==> src/rtl/ai_pkg.sv <==
// Shared definitions for the sum feeder: width defaults, feeder state
// encoding and the absolute-value helper used by the accumulator.
package ai_pkg;

    localparam int SUM_W_DEF  = 32;
    localparam int DIFF_W_DEF = 16;
    // Working width of the absolute-value helper; any DIFF_W up to this fits.
    localparam int ABS_W      = 64;

    typedef enum logic [2:0] {
        ST_IDLE = 3'd0,
        ST_INIT = 3'd1,
        ST_ACC  = 3'd2,
        ST_PUSH = 3'd3,
        ST_DONE = 3'd4
    } feeder_state_e;

    // Magnitude of a sign-extended difference; -2^(DIFF_W-1) maps exactly.
    function automatic logic [ABS_W-1:0] abs_mag(input logic [ABS_W-1:0] d);
        logic [ABS_W-1:0] m;
        if (d[ABS_W-1]) begin
            m = (~d) + {{(ABS_W-1){1'b0}}, 1'b1};
        end else begin
            m = d;
        end
        return m;
    endfunction

endpackage

==> src/rtl/ai_abs_acc.sv <==
// Distance accumulator: adds |diff| zero-extended to SUM_W on each enable.
// Build option AI_SUM_SAT_EN: saturate at 2^SUM_W-1 instead of wrapping.
module ai_abs_acc
    import ai_pkg::*;
#(
    parameter int SUM_W  = SUM_W_DEF,
    parameter int DIFF_W = DIFF_W_DEF
) (
    input  logic              clk,
    input  logic              rst,
    input  logic              clr,
    input  logic              en,
    input  logic [DIFF_W-1:0] diff,
    output logic [SUM_W-1:0]  acc
);

    logic [ABS_W-1:0] mag_s;
    logic [SUM_W:0]   sum_s;
    logic [SUM_W-1:0] next_s;
    logic [SUM_W-1:0] acc_r;

    // Magnitude of the incoming difference and the widened sum.
    always_comb begin
        mag_s = abs_mag({{(ABS_W-DIFF_W){diff[DIFF_W-1]}}, diff});
        sum_s = {1'b0, acc_r} + {1'b0, mag_s[SUM_W-1:0]};
    end

`ifdef AI_SUM_SAT_EN
    // Clamp at all-ones; once there, further non-negative adds keep it there.
    always_comb begin
        if (sum_s[SUM_W]) begin
            next_s = {SUM_W{1'b1}};
        end else begin
            next_s = sum_s[SUM_W-1:0];
        end
    end
`else
    // Wrap modulo 2^SUM_W by dropping the carry.
    always_comb begin
        next_s = sum_s[SUM_W-1:0];
    end
`endif

    // Accumulator register with clear taking priority over enable.
    always_ff @(posedge clk) begin
        if (rst) begin
            acc_r <= {SUM_W{1'b0}};
        end else if (clr) begin
            acc_r <= {SUM_W{1'b0}};
        end else if (en) begin
            acc_r <= next_s;
        end else begin
            acc_r <= acc_r;
        end
    end

    assign acc = acc_r;

endmodule

==> src/rtl/ai_sum_feeder.sv <==
// Producer side of the sum sorter: accumulates |diff| per template and writes
// one distance sum per template into the sorter FIFO, honouring FIFO-full.
// Build option AI_SUM_SAT_EN (in ai_abs_acc): saturating accumulator.
module ai_sum_feeder
    import ai_pkg::*;
#(
    parameter int SUM_W  = SUM_W_DEF,
    parameter int DIFF_W = DIFF_W_DEF
) (
    input  logic              clk,
    input  logic              rst,
    input  logic              start,
    input  logic [7:0]        packet_size_in,
    input  logic [7:0]        vec_len,
    input  logic [DIFF_W-1:0] diff_in,
    input  logic              diff_rdy,
    output logic              diff_ready,
    output logic              init,
    output logic [7:0]        packet_size,
    output logic [SUM_W-1:0]  sum_out,
    output logic              sum_rdy,
    input  logic              sum_full,
    output logic              busy,
    output logic              done
);

    feeder_state_e    state_r;
    feeder_state_e    state_nxt_s;
    logic [7:0]       pkt_r;
    logic [7:0]       vlen_r;
    logic [7:0]       elem_r;
    logic [7:0]       tmpl_r;
    logic             acc_en_s;
    logic             acc_clr_s;
    logic             write_s;
    logic             elem_last_s;
    logic             tmpl_last_s;
    logic [SUM_W-1:0] acc_s;

    // Handshake qualifiers derived from the current state.
    always_comb begin
        acc_en_s    = (state_r == ST_ACC) && diff_rdy;
        write_s     = (state_r == ST_PUSH) && !sum_full;
        acc_clr_s   = ((state_r == ST_IDLE) && start) || write_s;
        elem_last_s = (({1'b0, elem_r} + 9'd1) == {1'b0, vlen_r});
        tmpl_last_s = (({1'b0, tmpl_r} + 9'd1) == {1'b0, pkt_r});
    end

    ai_abs_acc #(
        .SUM_W  (SUM_W),
        .DIFF_W (DIFF_W)
    ) u_acc (
        .clk  (clk),
        .rst  (rst),
        .clr  (acc_clr_s),
        .en   (acc_en_s),
        .diff (diff_in),
        .acc  (acc_s)
    );

    // Next-state selection for the batch sequencer.
    always_comb begin
        state_nxt_s = state_r;
        case (state_r)
            ST_IDLE: begin
                if (start) state_nxt_s = ST_INIT;
                else       state_nxt_s = ST_IDLE;
            end
            ST_INIT: begin
                if (pkt_r == 8'd0)       state_nxt_s = ST_DONE;
                else if (vlen_r == 8'd0) state_nxt_s = ST_PUSH;
                else                     state_nxt_s = ST_ACC;
            end
            ST_ACC: begin
                if (acc_en_s && elem_last_s) state_nxt_s = ST_PUSH;
                else                         state_nxt_s = ST_ACC;
            end
            ST_PUSH: begin
                if (!write_s)            state_nxt_s = ST_PUSH;
                else if (tmpl_last_s)    state_nxt_s = ST_DONE;
                else if (vlen_r == 8'd0) state_nxt_s = ST_PUSH;
                else                     state_nxt_s = ST_ACC;
            end
            ST_DONE: state_nxt_s = ST_IDLE;
            default: state_nxt_s = ST_IDLE;
        endcase
    end

    // State, batch parameters and element/template counters.
    always_ff @(posedge clk) begin
        if (rst) begin
            state_r <= ST_IDLE;
            pkt_r   <= 8'd0;
            vlen_r  <= 8'd0;
            elem_r  <= 8'd0;
            tmpl_r  <= 8'd0;
        end else begin
            state_r <= state_nxt_s;
            if ((state_r == ST_IDLE) && start) begin
                pkt_r  <= packet_size_in;
                vlen_r <= vec_len;
                elem_r <= 8'd0;
                tmpl_r <= 8'd0;
            end else if (acc_en_s) begin
                elem_r <= elem_r + 8'd1;
            end else if (write_s) begin
                elem_r <= 8'd0;
                tmpl_r <= tmpl_r + 8'd1;
            end else begin
                elem_r <= elem_r;
                tmpl_r <= tmpl_r;
            end
        end
    end

    // Outputs decoded from the state register; sum_rdy reacts to sum_full in-cycle.
    always_comb begin
        init        = (state_r == ST_INIT);
        diff_ready  = (state_r == ST_ACC);
        busy        = (state_r != ST_IDLE);
        done        = (state_r == ST_DONE);
        sum_rdy     = write_s;
        packet_size = pkt_r;
        if (state_r == ST_PUSH) begin
            sum_out = acc_s;
        end else begin
            sum_out = {SUM_W{1'b0}};
        end
    end

endmodule

==> config.mk <==
export PLATFORM = sky130hd
export DESIGN_NAME = ai_sum_feeder
export DESIGN_NICKNAME = d
export VERILOG_FILES = /design/src/rtl/ai_pkg.sv /design/src/rtl/ai_abs_acc.sv /design/src/rtl/ai_sum_feeder.sv
export SDC_FILE = /design/constraint.sdc
export NUM_CORES = 1
export LEC_CHECK = 0
export BUFFER_PORTS_ARGS = -buffer_cell sky130_fd_sc_hd__buf_2
export CELL_PAD_IN_SITES_DETAIL_PLACEMENT = 1
export CELL_PAD_IN_SITES_GLOBAL_PLACEMENT = 1
export CORE_MARGIN = 2
export CORE_UTILIZATION = 46
export DETAILED_ROUTE_END_ITERATION = 6
export PLACE_DENSITY_LB_ADDON = 0.25
export SYNTH_ARGS = -nofsm -noshare
export SYNTH_HDL_FRONTEND = slang
export SYNTH_SLANG_ARGS = --single-unit
==> constraint.sdc <==
create_clock -name clk -period 10.2 [get_ports clk]
set_input_delay 2.55 -clock clk [delete_from_list [all_inputs] [get_ports clk]]
set_output_delay 2.55 -clock clk [all_outputs]
set_load 0.005 [all_outputs]
==> run metrics <==
outcome completed; vias per cell 5.75; clk root buf clkbuf_16; CP arrival 3.32 ns; fill count 1,455; Critical Path Sink Type primary output; Lkg Pwr 0.00265 µW; Finished Core Util 54.3%; Top Ports 82; power per cell area 131 nW/µm²; worst path bufs/invs 3; GRT Total Usage 25.7%; height of the die 112 µm; setup slack after layout 4.33 ns; synth warn 0; Hold-fix buffers, CTS 0; Starting Density 47.0%; most frequent cells after synthesis nand2_1, a21oi_1, dfxtp_1; Hold WS 0.468 ns; worst slew pin tran 1.03 ns; Vias 5,293; Switch Pwr 249 µW; wire length per cell 17.0 µm; Switching Share 30.8%; Pre-antenna DRT Iters 4; Fin Setup TNS 0 ns; Crit Path Max Fanout 8; Slew Limit Fails 0; Top Family by Delay on Critical Path buffers and inverters; Routed WL 15.7 mm; maximum cell stage delay along the critical path 0.25 ns; DP Worst Slack 4.08 ns; CTS Sinks 67; post-synthesis adder-cell area fraction 9.03%; Mean Syn Cell Area 7.66 µm²; Clock Skew 0.00493 ns; top_reg_cell synth dfxtp_1; library cells used by synthesis 77; DRC violations left 0; largest area contributor in the netlist dfxtp_1; Setup Viol. Count Final 0; Core ar. 11,400 µm²; most frequent CP cell buf_2; final hold vios 0; CP max stage cell and2b_1; most common cell in the synthesized netlist nand2_1; GR Overflow Total 0; top-area cell type share of the netlist area 25.1%; post-CTS sizing 0; RSZ-0062 raised after global routing no; slew margin rel. 31.6%; Startpoint Class input port; Antenna Nets Post-Route 0; power share of the combinational group 21.5%; Area Growth Syn to Fin 15.3%; Compound-Gate Fraction of Synth Area 24.8%; initial DRC count 175; number of diodes 0; Post-synth EDFFs 0; Worst-Skew Late Latency 0.35 ns; clock power share 42.8%; Die Wd 112 µm; initial antenna violation count 0; synthesized area 5350 µm²; synthesized flop and latch total 67; Worst Hold Class flop to flop; Post-CTS Setup Bufs 0; peak supply drop 0.122 mV; Max Cap Violations 0; vias in the first global route 5,529; H-tree depth 3; fmax 170 MHz; critical-path cell list buf_2 > and2b_1 > nand3b_4 > clkinv_2 > buf_2; Final HPWL DP 11.9 mm; Async S/R FF share, synth 0%; Worst Path Required 7.65 ns; Clock Pin Slew Worst Setup and Hold Paths 0.06 ns; XOR/XNOR Fraction of Synth Area 10.3%; sequential element share of the synthesized area 25.1%; main combinational cell family by area after synthesis simple AND/OR/NAND/NOR gates; Period minus WS final 5.87 ns; share of layout cells above drive strength 1 16.6%; largest net degree at the start of global routing 34; NumNets Final 848; post-synthesis mux area share 0.585%; num rows 39; PortBufs 81; TritonCTS clock tree built; Num CTS Buffers 9; die area 12,500 µm²; internal power 559 µW; Max Root-Sink Buffers 2; first-pass GRT wire length 26.3 mm; simple-gate area share of the yosys netlist 26.8%; Cells after Synth 698; WS Path Type input port to primary output; gp weighted congestion 0.903; Synth area leaders dfxtp_1, ha_1, nand2_1; Flop pwr share 35.7%; crit share post-route 57.6%
## layer usage
metal | track usage [%] | part of all wire, % | vias to the layer above
li1 | - | - | 2615
met1 | 29.0 | 42 | 2529
met2 | 46.1 | 51 | 110
met3 | 4.79 | 3.1 | 39
met4 | 12.9 | 3.3 | 0
met5 | 0 | 0 | -
## placed cells by master, fill, tap and decap left out, types with 9 or more instances in the layout
master / synthesis / layout
nand2_1: 107 / 107
buf_2: 7 / 81
a21oi_1: 72 / 72
dfxtp_1: 67 / 67
nor2_1: 48 / 48
o21ai_0: 40 / 40
and2_1: 38 / 38
ha_1: 37 / 37
xnor2_1: 34 / 34
xor2_1: 29 / 29
nand3_1: 19 / 19
conb_1: 1 / 15
a21o_1: 12 / 12
nor3_1: 12 / 12
or3_1: 10 / 10
o21ai_1: 10 / 10
clkbuf_16: 0 / 9
## final timing paths
check / start / to / slack [ns] / depth (start not counted)
worst min-delay path: u_acc.acc[18]$_SDFFE_PP0P_ / u_acc.acc[18]$_SDFFE_PP0P_ / 0.47 / 2
worst max register to register: u_acc.acc[4]$_SDFFE_PP0P_ / u_acc.acc[27]$_SDFFE_PP0P_ / 7.54 / 8
worst max-delay path: sum_full / sum_rdy / 4.33 / 5
worst min register to register: u_acc.acc[18]$_SDFFE_PP0P_ / u_acc.acc[18]$_SDFFE_PP0P_ / 0.47 / 2
## area by class of cell
| class | count | area (µm²) | area share [%] |
|---|---|---|---|
| Sequential cell | 67 | 1340 | 21.7 |
| Tap cell | 143 | 179 | 2.90 |
| Clock inverter | 4 | 73.8 | 1.20 |
| Clock buffer | 12 | 246 | 4.00 |
| Multi-Input combinational cell | 605 | 3880 | 63.0 |
| Timing Repair Buffer | 82 | 413 | 6.69 |
| Inverter | 8 | 31.3 | 0.507 |
## cells by family (layout without fill, tap and decap cells)
logic type,count (synthesis),count (layout)
muxes,3,3
and+or+nand+nor,284,284
buffers and inverters,40,106
DFF,67,67
AOI/OAI and AO/OA,202,202
xor gates and xnor gates,63,63
adders and majority gates,38,38
other,1,15
## worst min-delay path: stages, from the launching register on
cell and delay, ns:
dfxtp_1 0.32, nand2_1 0.05, o21ai_1 0.05
## state kept, by name (all words and copies together), names as in the netlist
register and cells:
state_r 3, u_acc.acc 32, packet_size 8, elem_r 8, tmpl_r 8, vlen_r 8
## power groups by stage
stage	Sequential (µW)	Clock, µW	Combinational [µW]
2_1_floorplan	289	0	129
3_3_place_gp	294	0	165
3_5_place_dp	294	0	172
4_1_cts	289	349	173
5_1_grt	291	362	194
6_report	289	346	174
## through the flow
step / area, µm² / power, µW / instances
after floorplan: 5400 / 417 / 712
after global placement: 5850 / 458 / 905
after detailed placement: 5850 / 466 / 905
after CTS: 6170 / 811 / 921
after global routing: 6170 / 847 / 921
final: 6170 / 808 / 921
(Power assumes the default switching activity.)
